--- config.mk ---
export PLATFORM = sky130hd
export DESIGN_NAME = unidad_control_pila_flat
export DESIGN_NICKNAME = d
export VERILOG_FILES = /design/src/rtl/unidad_control_pila_if.sv /design/src/rtl/unidad_control_pila.sv /design/src/flat_wrapper.sv
export SDC_FILE = /design/constraint.sdc
export NUM_CORES = 1
export LEC_CHECK = 0
export CAP_MARGIN = 20
export CORE_MARGIN = 3
export CORE_UTILIZATION = 20
export CTS_BUF_LIST = sky130_fd_sc_hd__clkbuf_8 sky130_fd_sc_hd__clkbuf_16
export DETAILED_ROUTE_END_ITERATION = 10
export GPL_TIMING_DRIVEN = 0
export PLACE_DENSITY_LB_ADDON = 0.05
export SYNTH_ARGS = -nofsm -noshare
export SYNTH_HDL_FRONTEND = slang
export SYNTH_SLANG_ARGS = --single-unit
--- constraint.sdc ---
create_clock -name reloj -period 1.2 [get_ports reloj]
set_input_delay 0.24 -clock reloj [delete_from_list [all_inputs] [get_ports reloj]]
set_output_delay 0.24 -clock reloj [all_outputs]
set_load 0.02 [all_outputs]
--- src/rtl/unidad_control_pila_if.sv ---
// Control-unit bus: instruction side (opcode, zero flag, PC+1) and the
// datapath control / return-stack status lines driven back by the unit.
interface unidad_control_pila_if #(
  parameter int OPW = 6,
  parameter int PCW = 10
);
  logic [OPW-1:0] opcode;
  logic           zero;
  logic [PCW-1:0] pc_next;
  logic           s_inc;
  logic           s_inm;
  logic           we3;
  logic           wez;
  logic [2:0]     Op;
  logic           pc_en;
  logic           s_pila;
  logic [PCW-1:0] dir_ret;
  logic           pila_vacia;
  logic           pila_llena;
  logic           error;

  modport master (
    output opcode, zero, pc_next,
    input  s_inc, s_inm, we3, wez, Op, pc_en, s_pila,
           dir_ret, pila_vacia, pila_llena, error
  );

  modport slave (
    input  opcode, zero, pc_next,
    output s_inc, s_inm, we3, wez, Op, pc_en, s_pila,
           dir_ret, pila_vacia, pila_llena, error
  );
endinterface

--- src/rtl/unidad_control_pila.sv ---
// Control unit with call/return stack.
// Optional feature: define UC_PILA_EN to build the return stack (call/ret);
// without it, op4 1100/1101 decode as NOPs and no stack storage exists.
// Decode is combinational from op4/zero; only FSM state, error and the
// stack pointer/storage are registered.
module unidad_control_pila #(
  parameter int OPW   = 6,
  parameter int PCW   = 10,
  parameter int DEPTH = 4
) (
  input logic                   reloj,
  input logic                   reset,
  unidad_control_pila_if.slave  bus
);

  typedef enum logic [1:0] {ARRANQUE = 2'd0, EJEC = 2'd1, PARADO = 2'd2} estado_t;

  estado_t    estado;
  logic       error_q;
  logic       fallo;
  logic [3:0] op4;

  logic       s_inc, s_inm, we3, wez, pc_en, s_pila;
  logic [2:0] op_alu;

  assign op4 = bus.opcode[OPW-1:OPW-4];

`ifdef UC_PILA_EN
  localparam int SPW = $clog2(DEPTH + 1);
  localparam int IW  = (DEPTH > 1) ? $clog2(DEPTH) : 1;
  localparam logic [SPW-1:0] SP_LLENO = SPW'(DEPTH);

  logic [SPW-1:0] sp;
  logic [PCW-1:0] entry [DEPTH];
  logic           es_call, es_ret, vacia, llena, push, pop;

  assign es_call = (estado == EJEC) && (op4 == 4'b1100);
  assign es_ret  = (estado == EJEC) && (op4 == 4'b1101);
  assign vacia   = (sp == '0);
  assign llena   = (sp == SP_LLENO);
  // Overflowing call or underflowing ret halts the machine instead of acting
  assign fallo   = (es_call && llena) || (es_ret && vacia);
  assign push    = es_call && !llena;
  assign pop     = es_ret && !vacia;

  // Stack pointer: async reset discards any push/pop pending on the edge
  always_ff @(posedge reloj or negedge reset) begin
    if (!reset)    sp <= '0;
    else if (push) sp <= sp + 1'b1;
    else if (pop)  sp <= sp - 1'b1;
  end

  // Stack storage; pop only moves sp, stale entries are left in place
  always_ff @(posedge reloj) begin
    if (push) entry[IW'(sp)] <= bus.pc_next;
  end

  assign bus.dir_ret    = vacia ? '0 : entry[IW'(sp - 1'b1)];
  assign bus.pila_vacia = vacia;
  assign bus.pila_llena = llena;
`else
  logic unused_pc;

  assign unused_pc      = ^bus.pc_next;
  assign fallo          = 1'b0;
  assign bus.dir_ret    = '0;
  assign bus.pila_vacia = 1'b1;
  assign bus.pila_llena = 1'b0;
`endif

  // Sequencer: one start-up cycle, then run until a stack fault parks it
  always_ff @(posedge reloj or negedge reset) begin
    if (!reset) begin
      estado  <= ARRANQUE;
      error_q <= 1'b0;
    end else begin
      case (estado)
        ARRANQUE: estado <= EJEC;
        EJEC: if (fallo) begin
          estado  <= PARADO;
          error_q <= 1'b1;
        end
        default:  estado <= PARADO;
      endcase
    end
  end

  // Instruction decode; outside EJEC everything idles with PC held
  always_comb begin
    s_inc  = 1'b1;
    s_inm  = 1'b0;
    we3    = 1'b0;
    wez    = 1'b0;
    op_alu = 3'b000;
    pc_en  = 1'b0;
    s_pila = 1'b0;
    if (estado == EJEC) begin
      pc_en = !fallo;
      case (op4)
        4'b0000: begin s_inm = 1'b1; we3 = 1'b1; wez = 1'b1; end
        4'b0001: begin s_inm = 1'b1; op_alu = 3'b010; we3 = 1'b1; wez = 1'b1; end
        4'b0010: begin s_inm = 1'b1; op_alu = 3'b011; wez = 1'b1; end
        4'b0011: begin s_inm = 1'b1; op_alu = 3'b110; we3 = 1'b1; wez = 1'b1; end
        4'b0100, 4'b0101, 4'b0110, 4'b0111,
        4'b1000, 4'b1001, 4'b1010, 4'b1011: begin
          op_alu = 3'(op4 - 4'd4);
          we3    = 1'b1;
          wez    = 1'b1;
        end
`ifdef UC_PILA_EN
        4'b1100: s_inc = 1'b0;
        4'b1101: begin s_inc = 1'b0; s_pila = 1'b1; end
`endif
        4'b1110: s_inc = ~bus.zero;
        4'b1111: s_inc = 1'b0;
        default: ;
      endcase
    end
  end

  assign bus.s_inc  = s_inc;
  assign bus.s_inm  = s_inm;
  assign bus.we3    = we3;
  assign bus.wez    = wez;
  assign bus.Op     = op_alu;
  assign bus.pc_en  = pc_en;
  assign bus.s_pila = s_pila;
  assign bus.error  = error_q;

endmodule

--- src/flat_wrapper.sv ---
// flat-port wrapper written by rule: the top's interface ports become plain ports
module unidad_control_pila_flat 
#(
  parameter int OPW   = 6,
  parameter int PCW   = 10,
  parameter int DEPTH = 4
)
  (reloj, reset, bus_opcode, bus_zero, bus_pc_next, bus_s_inc, bus_s_inm, bus_we3, bus_wez, bus_Op, bus_pc_en, bus_s_pila, bus_dir_ret, bus_pila_vacia, bus_pila_llena, bus_error);
  unidad_control_pila_if #(.OPW(OPW), .PCW(PCW)) bus_i ();
  input logic reloj;
  input logic reset;
  input wire logic [$bits(bus_i.opcode)-1:0] bus_opcode;
  input wire logic [$bits(bus_i.zero)-1:0] bus_zero;
  input wire logic [$bits(bus_i.pc_next)-1:0] bus_pc_next;
  output wire logic [$bits(bus_i.s_inc)-1:0] bus_s_inc;
  output wire logic [$bits(bus_i.s_inm)-1:0] bus_s_inm;
  output wire logic [$bits(bus_i.we3)-1:0] bus_we3;
  output wire logic [$bits(bus_i.wez)-1:0] bus_wez;
  output wire logic [$bits(bus_i.Op)-1:0] bus_Op;
  output wire logic [$bits(bus_i.pc_en)-1:0] bus_pc_en;
  output wire logic [$bits(bus_i.s_pila)-1:0] bus_s_pila;
  output wire logic [$bits(bus_i.dir_ret)-1:0] bus_dir_ret;
  output wire logic [$bits(bus_i.pila_vacia)-1:0] bus_pila_vacia;
  output wire logic [$bits(bus_i.pila_llena)-1:0] bus_pila_llena;
  output wire logic [$bits(bus_i.error)-1:0] bus_error;
  assign bus_i.opcode = bus_opcode;
  assign bus_i.zero = bus_zero;
  assign bus_i.pc_next = bus_pc_next;
  assign bus_s_inc = bus_i.s_inc;
  assign bus_s_inm = bus_i.s_inm;
  assign bus_we3 = bus_i.we3;
  assign bus_wez = bus_i.wez;
  assign bus_Op = bus_i.Op;
  assign bus_pc_en = bus_i.pc_en;
  assign bus_s_pila = bus_i.s_pila;
  assign bus_dir_ret = bus_i.dir_ret;
  assign bus_pila_vacia = bus_i.pila_vacia;
  assign bus_pila_llena = bus_i.pila_llena;
  assign bus_error = bus_i.error;
  unidad_control_pila #(.OPW(OPW), .PCW(PCW), .DEPTH(DEPTH)) u_core (.reloj(reloj), .reset(reset), .bus(bus_i));
endmodule
* Word-level counts from Yosys, hierarchy flattened
Cells that the tools add are included.
** Word-level totals
- Register bits after elaboration :: 2
- Input port bits :: 19
- Output and inout bits :: 22
- Word-level logic and storage cells :: 35
** Operators by class
- Add/subtract/negate cells :: 1
- Equality and inequality tests :: 14
- Multiplexer cells :: 12
- Bitwise logic cells :: 1
- Reductions and logical operators :: 6
** Operator list (number)
- 4-bit == test (second input constant) :: 6
- 4-bit by 3-bit == test with 1-bit output (second input constant) :: 4
- 3-bit one-hot mux with 4 select lines :: 1
- 12-bit OR reduction :: 1
- 11-bit OR reduction :: 1
- 4-bit by 2-bit == test with 1-bit output (second input constant) :: 2
- 1-bit 2-to-1 mux :: 8
- 8-bit OR reduction :: 1
- 4-bit by 1-bit == test with 1-bit output (second input constant) :: 1
- 4-bit zero test :: 1
- 2-bit one-hot mux with 2 select lines :: 1
- 4-bit OR reduction :: 1
- 3-bit 2-to-1 mux :: 1
- 3-bit subtractor (second input constant) :: 1
- 2-bit by 1-bit == test with 1-bit output (second input constant) :: 1
- 2-bit zero test :: 1
- 1-bit one-hot mux with 2 select lines :: 1
- 1-bit inverter :: 1

* Longest topological paths before layout
Gate-level depths: netlist of the first run.
- Word-level depth :: 4
- Mapped depth :: 3
- Mapped depth without buffers :: 3

* Worst setup path before layout of the first run
OpenSTA, ideal clock, no wires.
- Path kind :: register to output
- Start point :: register u_core.estado[1]
- End point :: output port bus_Op[1]
- Data arrival time :: 1180 ps
- Required time :: 960 ps
- Slack :: -220 ps
- Stages on the path, launching flop included :: 3
- Buffers on the path :: 0
- Cell sequence :: dfrtp_1 -> nand2b_1 -> a221oi_1
** On the way
- Cells in the longest elaborated chain, start to end :: 2
** Ends and longest elaborated chain
- start: declaration :: line unidad_control_pila.sv:18 : estado_t estado;
- start signal: assignment :: line unidad_control_pila.sv:74 : estado <= ARRANQUE;
- start signal: assignment :: line unidad_control_pila.sv:78 : ARRANQUE: estado <= EJEC;
- start signal: assignment :: line unidad_control_pila.sv:80 : estado <= PARADO;
- 2-bit by 1-bit == test with 1-bit output :: line unidad_control_pila.sv:97 : if (estado == EJEC) begin
- 3-bit 2-to-1 mux :: line unidad_control_pila.sv:97
- end: declaration :: line flat_wrapper.sv:19 : output wire logic [$bits(bus_i.Op)-1:0] bus_Op;
No other way between the ends.

* Final worst setup path of the first run
- Start point :: register u_core.estado[1]
- End point :: output port bus_s_inc
** On the way
- Cells in the longest elaborated chain, start to end :: 2
** Ends and longest elaborated chain
- 2-bit by 1-bit == test with 1-bit output :: line unidad_control_pila.sv:97
- 1-bit 2-to-1 mux :: line unidad_control_pila.sv:97
- end: declaration :: line flat_wrapper.sv:15 : output wire logic [$bits(bus_i.s_inc)-1:0] bus_s_inc;
No other way between the ends.

==> reports/metrics.yaml, run 1 <==
outcome: "complete, but fails checks"
failed_checks: "negative setup slack"
overflow: 0
place_congestion: 0.6922
p_total_w: 0.0005194
regMostFlops: "u_core.estado"
clock-skew-final_ns: 0.0006256
largest_reg_flops: 2
nFillCells: 145
yosys_warnings: 0
synth_cell_types: 18
core_sq_um: 1318
clkPwrFrac_pct: 49.4
syn_avg_cell_area_sq_um: 7.573
detail_route.wl_per_cell_microns: 8.227
ant_nets: 0
power_density_nw_per_um2: 825.3
io_buffers: 13
synth_common_cells: "14 x buf_4, 3 x a21oi_1"
synth_top_area_cell: "buf_4"
cp-end-kind: "primary output"
reg2reg_to: "u_core.estado[1]$_DFFE_PN0N_"
syn_to_final_growth_pct: 118.7
firstDrtPassIters: 2
rows: 13
regArea_sq_um: 50.05
r2r.worst_path.cells: 2
die-area_sq_um: 1930
final_max_slew_viol_count: 0
yosysSeqAreaShare_pct: 17.39
initial_core_util_pct: 21.84
layout_min_cycle_time_ns: 1.490
reg_top3: "u_core.estado (2)"
crit_path_max_fanout: 7
hold_viol: 0
pwr-share-seq_pct: 13.1
synth_edf_count: 0
clkSinkCount: 2
rsz0062_at_grt: "true"
syn_inst: 38
net-switching-power_w: 0.0001449
n_antenna_cell: 0
cp.arrival_ns: 1.25
via_count: 317
clk_pin_slew_ns: 0.03
grt_use_total_pct: 7.053
multiInputGateArea_sq_um: 201.4
ctsHtreeMaxLevel: 1
netlist_area_sq_um: 287.8
cts_hold_buf: 0
dp_hpwl_microns: 538.8
synthFlopType: "dfrtp_1"
fin_nets: 94
hp-class: "in -> async"
die_w_microns: 43.93
switching_share_pct: 27.90
grt_pass1_wl_mm: 1.000
grt_max_degree: 9
synth_top_cell_area_share_pct: 36.52
worstSetupPathType: "reg -> out"
viasPerCell: 3.602
numCtsBuffers: 3
rrSetupSlack_ns: 0.52
drive_gt1_share_pct: 61.64
setup_viol: 7
p_leak_nw: 0.3360
die_h_microns: 43.93
drc_errors: 0
synth_seq_cells: 2
regToRegStartpoint: "u_core.estado[1]$_DFFE_PN0N_"
fmax_ghz: 0.6711
synth_area_leaders: "buf_4 37%, dfrtp_1 17%, a21oi_1 5.2%, a221oi_2 5.2%, nand2b_1 4.3%"
setup-tns-final_ns: -1.477
yosysMostFrequentCell: "buf_4"
root_buffer: "clkbuf_8"
hold_slack_ns: 0.1998
async_reset_ff_share_pct: 100.0
cts_tree: "done"
cp.required_ns: 0.96
start_kind: "register"
drt-initial-drc-count: 2
setup_slack_ns: -0.2901
grt_pass1_vias: 272
antenna_found_initial: 0
crit_path_start: "u_core.estado[1]$_DFFE_PN0N_"
cap_viol_max_count: 0
drt_wl_total_microns: 724
finalCritPeriodShare_pct: 124.2
critPathCapture: "bus_s_inc"
p_int_w: 0.0003745
pin_count: 41
clock_latency_ns: 0.21
cts_buffer_depth: 2
peakVddDrop_mv: 0.5725
power_frac_comb_pct: 37.5
==> worst min-delay path by stage <==
stage / slack, ns / from / to
finish: 0.20 / reset / u_core.estado[0]$_DFFE_PN0N_
global route: 0.20 / reset / u_core.estado[0]$_DFFE_PN0N_
CTS: 0.20 / reset / u_core.estado[0]$_DFFE_PN0N_
detailed placement: 0.41 / reset / u_core.estado[1]$_DFFE_PN0N_
global placement: 0.41 / reset / u_core.estado[0]$_DFFE_PN0N_
floorplan: -0.06 / reset / u_core.estado[0]$_DFFE_PN0N_
==> power groups by stage <==
stage,clock (W),sequential [W],combinational (W)
floorplan,0,0.0000687,0.000131
global placement,0,0.0000687,0.000187
detailed placement,0,0.0000687,0.000186
CTS,0.000262,0.0000680,0.000193
global route,0.000270,0.0000680,0.000206
finish,0.000257,0.0000680,0.000195
==> layout make-up <==
cell class / instances / area share (%)
repair buffers: 20 / 30.62
multi-input cells: 29 / 32.01
well taps: 15 / 2.982
flip-flops and latches: 2 / 7.952
clock buffers: 3 / 6.561
inverters: 3 / 1.789
plain buffers: 16 / 18.09
==> worst max-delay path: stages (launching register included) <==
cell and delay (ns):
dfrtp_1 0.36, nand2b_4 0.17, or3_4 0.37, buf_6 0.14
==> routing by layer <==
metal,global-route usage (%),up-vias,share of wire (%)
li1,-,166,-
met1,7.160,127,36
met2,12.50,22,48
met3,1.245,2,15
met4,5.422,0,0.83
met5,0,-,0
==> per-stage QoR <==
| stage | cell area, sq um | std cells | setup slack [ns] | util, % |
|---|---|---|---|---|
| floorplan | 372.9 | 50 | -0.006460 | - |
| global placement | 521.8 | 78 | -1.171 | 39.60 |
| detailed placement | 521.8 | 78 | -1.173 | 39.60 |
| CTS | 619.3 | 88 | -0.2916 | 47.01 |
| global route | 629.4 | 88 | -0.3287 | 47.77 |
| finish | 629.4 | 88 | -0.2901 | 47.77 |
==> repair_timing <==
action | 4_1_cts | 5_1_grt
buffers inserted | 7 | 0
pin swaps | 5 | 2
resized for setup | 62 | 3
endpoints found under the setup margin | 8 | 8
==> cell families after synthesis <==
group                  count (synthesis)  synth area share (%)
AOI/OAI and AO/OA                      7                 18.69
buffers and inverters                 19                 43.47
DFF                                    2                 17.39
other                                  2                 2.610
and+or+nand+nor                        8                 17.83
==> placed cells by master, fill, tap and decap left out, types with 2 or more instances in the layout <==
master / count
buf_6: 6
buf_4: 24
buf_8: 2
dfrtp_1: 2
a21oi_1: 2
conb_1: 14
clkbuf_8: 3
nor3_2: 2
inv_1: 2
clkdlybuf4s50_1: 2
No activity file was read; power rests on OpenSTA's default activity.
==> run 2, diff against run 1 <==
--- a/config.mk
+++ b/config.mk
@@ -10,7 +10,6 @@
 export CORE_UTILIZATION = 20
 export CTS_BUF_LIST = sky130_fd_sc_hd__clkbuf_8 sky130_fd_sc_hd__clkbuf_16
 export DETAILED_ROUTE_END_ITERATION = 10
-export GPL_TIMING_DRIVEN = 0
 export PLACE_DENSITY_LB_ADDON = 0.05
 export SYNTH_ARGS = -nofsm -noshare
 export SYNTH_HDL_FRONTEND = slang
==> run 2 against run 1 <==
Net effect: the flow still finishes with violations (negative setup slack); clock skew is 0.00090 ns higher; register-to-register slack improved by 0.07 ns; sequential share of layout area up 1.0 points; critical path type unchanged.
==> reports/metrics.yaml, run 2 (synthesized netlist as in run 1, its figures left out) <==
outcome: "complete, but fails checks"
failed_checks: "negative setup slack"
reg2reg_to: "u_core.estado[1]$_DFFE_PN0N_"
finalCritPeriodShare_pct: 124.2
r2r.worst_path.cells: 1
clk_pin_slew_ns: 0.03
final_max_slew_viol_count: 0
hold_slack_ns: 0.1981
drt_wl_total_microns: 755
ant_nets: 0
die-area_sq_um: 1930
place_congestion: 0.7802
largest_reg_flops: 2
nFillCells: 131
syn_to_final_growth_pct: 93.91
dpl_cell_area_sq_um: 478.0
cp-end-kind: "primary output"
rows: 13
drive_gt1_share_pct: 53.97
p_leak_nw: 0.2820
clock-skew-final_ns: 0.001523
final_common_cell: "conb_1"
initial_core_util_pct: 21.84
grt_use_total_pct: 8.487
reg_top3: "u_core.estado (2)"
crit_path_start: "u_core.estado[1]$_DFFE_PN0N_"
core_sq_um: 1318
clkSinkCount: 2
setup_viol: 8
mostFrequentLayoutCells: "14 x conb_1, 13 x buf_4, 9 x buf_6, 3 x a21oi_1, 3 x clkbuf_8"
rrSetupSlack_ns: 0.59
layout_min_cycle_time_ns: 1.490
setup_slack_ns: -0.2901
fmax_ghz: 0.6711
fin_area_sq_um: 558.0
setup-tns-final_ns: -1.522
dpl_worst_slack_ns: -1.039
pin_count: 41
grt_pass1_wl_mm: 1.173
detail_route.wl_per_cell_microns: 9.679
power_density_nw_per_um2: 892.6
drc_errors: 0
dp_hpwl_microns: 617.1
firstDrtPassIters: 4
start_kind: "register"
via_count: 298
fin_nets: 84
cp.arrival_ns: 1.25
antenna_found_initial: 0
die_h_microns: 43.93
regToRegStartpoint: "u_core.estado[1]$_DFFE_PN0N_"
regMostFlops: "u_core.estado"
overflow: 0
grt_pass1_vias: 272
rsz0062_at_grt: "true"
grt_max_degree: 8
cts_hold_buf: 0
ctsHtreeMaxLevel: 1
viasPerCell: 3.821
crit_path_max_fanout: 7
peakVddDrop_mv: 0.5949
hold_viol: 0
die_w_microns: 43.93
numCtsBuffers: 3
cts_tree: "done"
drt-initial-drc-count: 1
cts_buffer_depth: 2
hp-class: "in -> async"
clock_latency_ns: 0.21
root_buffer: "clkbuf_8"
cp.required_ns: 0.96
cap_viol_max_count: 0
critPathCapture: "bus_s_inc"
n_antenna_cell: 0
io_buffers: 14
worstSetupPathType: "reg -> out"
==> run 2: changes by cell type in the layout (fill, tap and decap cells not counted), sizes merged <==
cell	before	now
buf	32	23
dlygate4sd2	0	1
clkbuf	5	3
==> run 2: final cells by class <==
class                   instances  area, sq um  share of cell area [%]
clock buffers                   3        41.29                   7.399
multi-input cells              29        203.9                   36.55
inverters                       3        11.26                   2.018
well taps                      15        18.77                   3.363
repair buffers                 26        232.7                   41.70
flip-flops and latches          2        50.05                   8.969
==> run 2: worst min-delay path by stage <==
stage,end,slack (ns),cells after the start
2_1_floorplan,u_core.estado[0]$_DFFE_PN0N_,-0.06,0
3_3_place_gp,u_core.estado[0]$_DFFE_PN0N_,0.41,1
3_5_place_dp,u_core.estado[0]$_DFFE_PN0N_,0.41,1
4_1_cts,u_core.estado[1]$_DFFE_PN0N_,0.20,1
5_1_grt,u_core.estado[1]$_DFFE_PN0N_,0.20,1
6_report,u_core.estado[1]$_DFFE_PN0N_,0.20,1
==> run 2: per-layer routing <==
metal	global-route usage, %	wire length [microns]
met5	0	0
met1	10.40	302
met2	13.66	388
met3	1.245	65
met4	5.422	0
==> run 2: what timing repair did <==
action                     in CTS  in global routing
gates resized for setup        60                  3
setup endpoints to repair       8                  8
setup buffers                   4                  0
pin swaps                       4                  1
==> run 2: critical path: stages, from the launching register on <==
cell and delay (ns):
dfrtp_1 0.36, nand2b_4 0.17, or3_4 0.37, buf_6 0.14
==> run 2: power breakdown <==
group | switching (W) | internal, W | total, W
logic | 0.0000988 | 0.0000727 | 0.000171
clock network | 0.0000470 | 0.000212 | 0.000259
registers | 0 | 0.0000680 | 0.0000680
==> run 2: per-stage QoR <==
step | util [%] | std cells | total power (W)
global placement | 36.28 | 71 | 0.0002387
finish | 42.36 | 78 | 0.0004981
global route | 42.36 | 78 | 0.0005287
floorplan | - | 50 | 0.0001999
detailed placement | 36.28 | 71 | 0.0002383
CTS | 41.31 | 78 | 0.0005017
==> run 3, diff against run 2 <==
--- a/config.mk
+++ b/config.mk
@@ -11,6 +11,7 @@
 export CTS_BUF_LIST = sky130_fd_sc_hd__clkbuf_8 sky130_fd_sc_hd__clkbuf_16
 export DETAILED_ROUTE_END_ITERATION = 10
 export PLACE_DENSITY_LB_ADDON = 0.05
+export SLEW_MARGIN = 0
 export SYNTH_ARGS = -nofsm -noshare
 export SYNTH_HDL_FRONTEND = slang
 export SYNTH_SLANG_ARGS = --single-unit
==> results of run 3 <==
No change in the layout: final DEF, timing and power equal those of run 2.
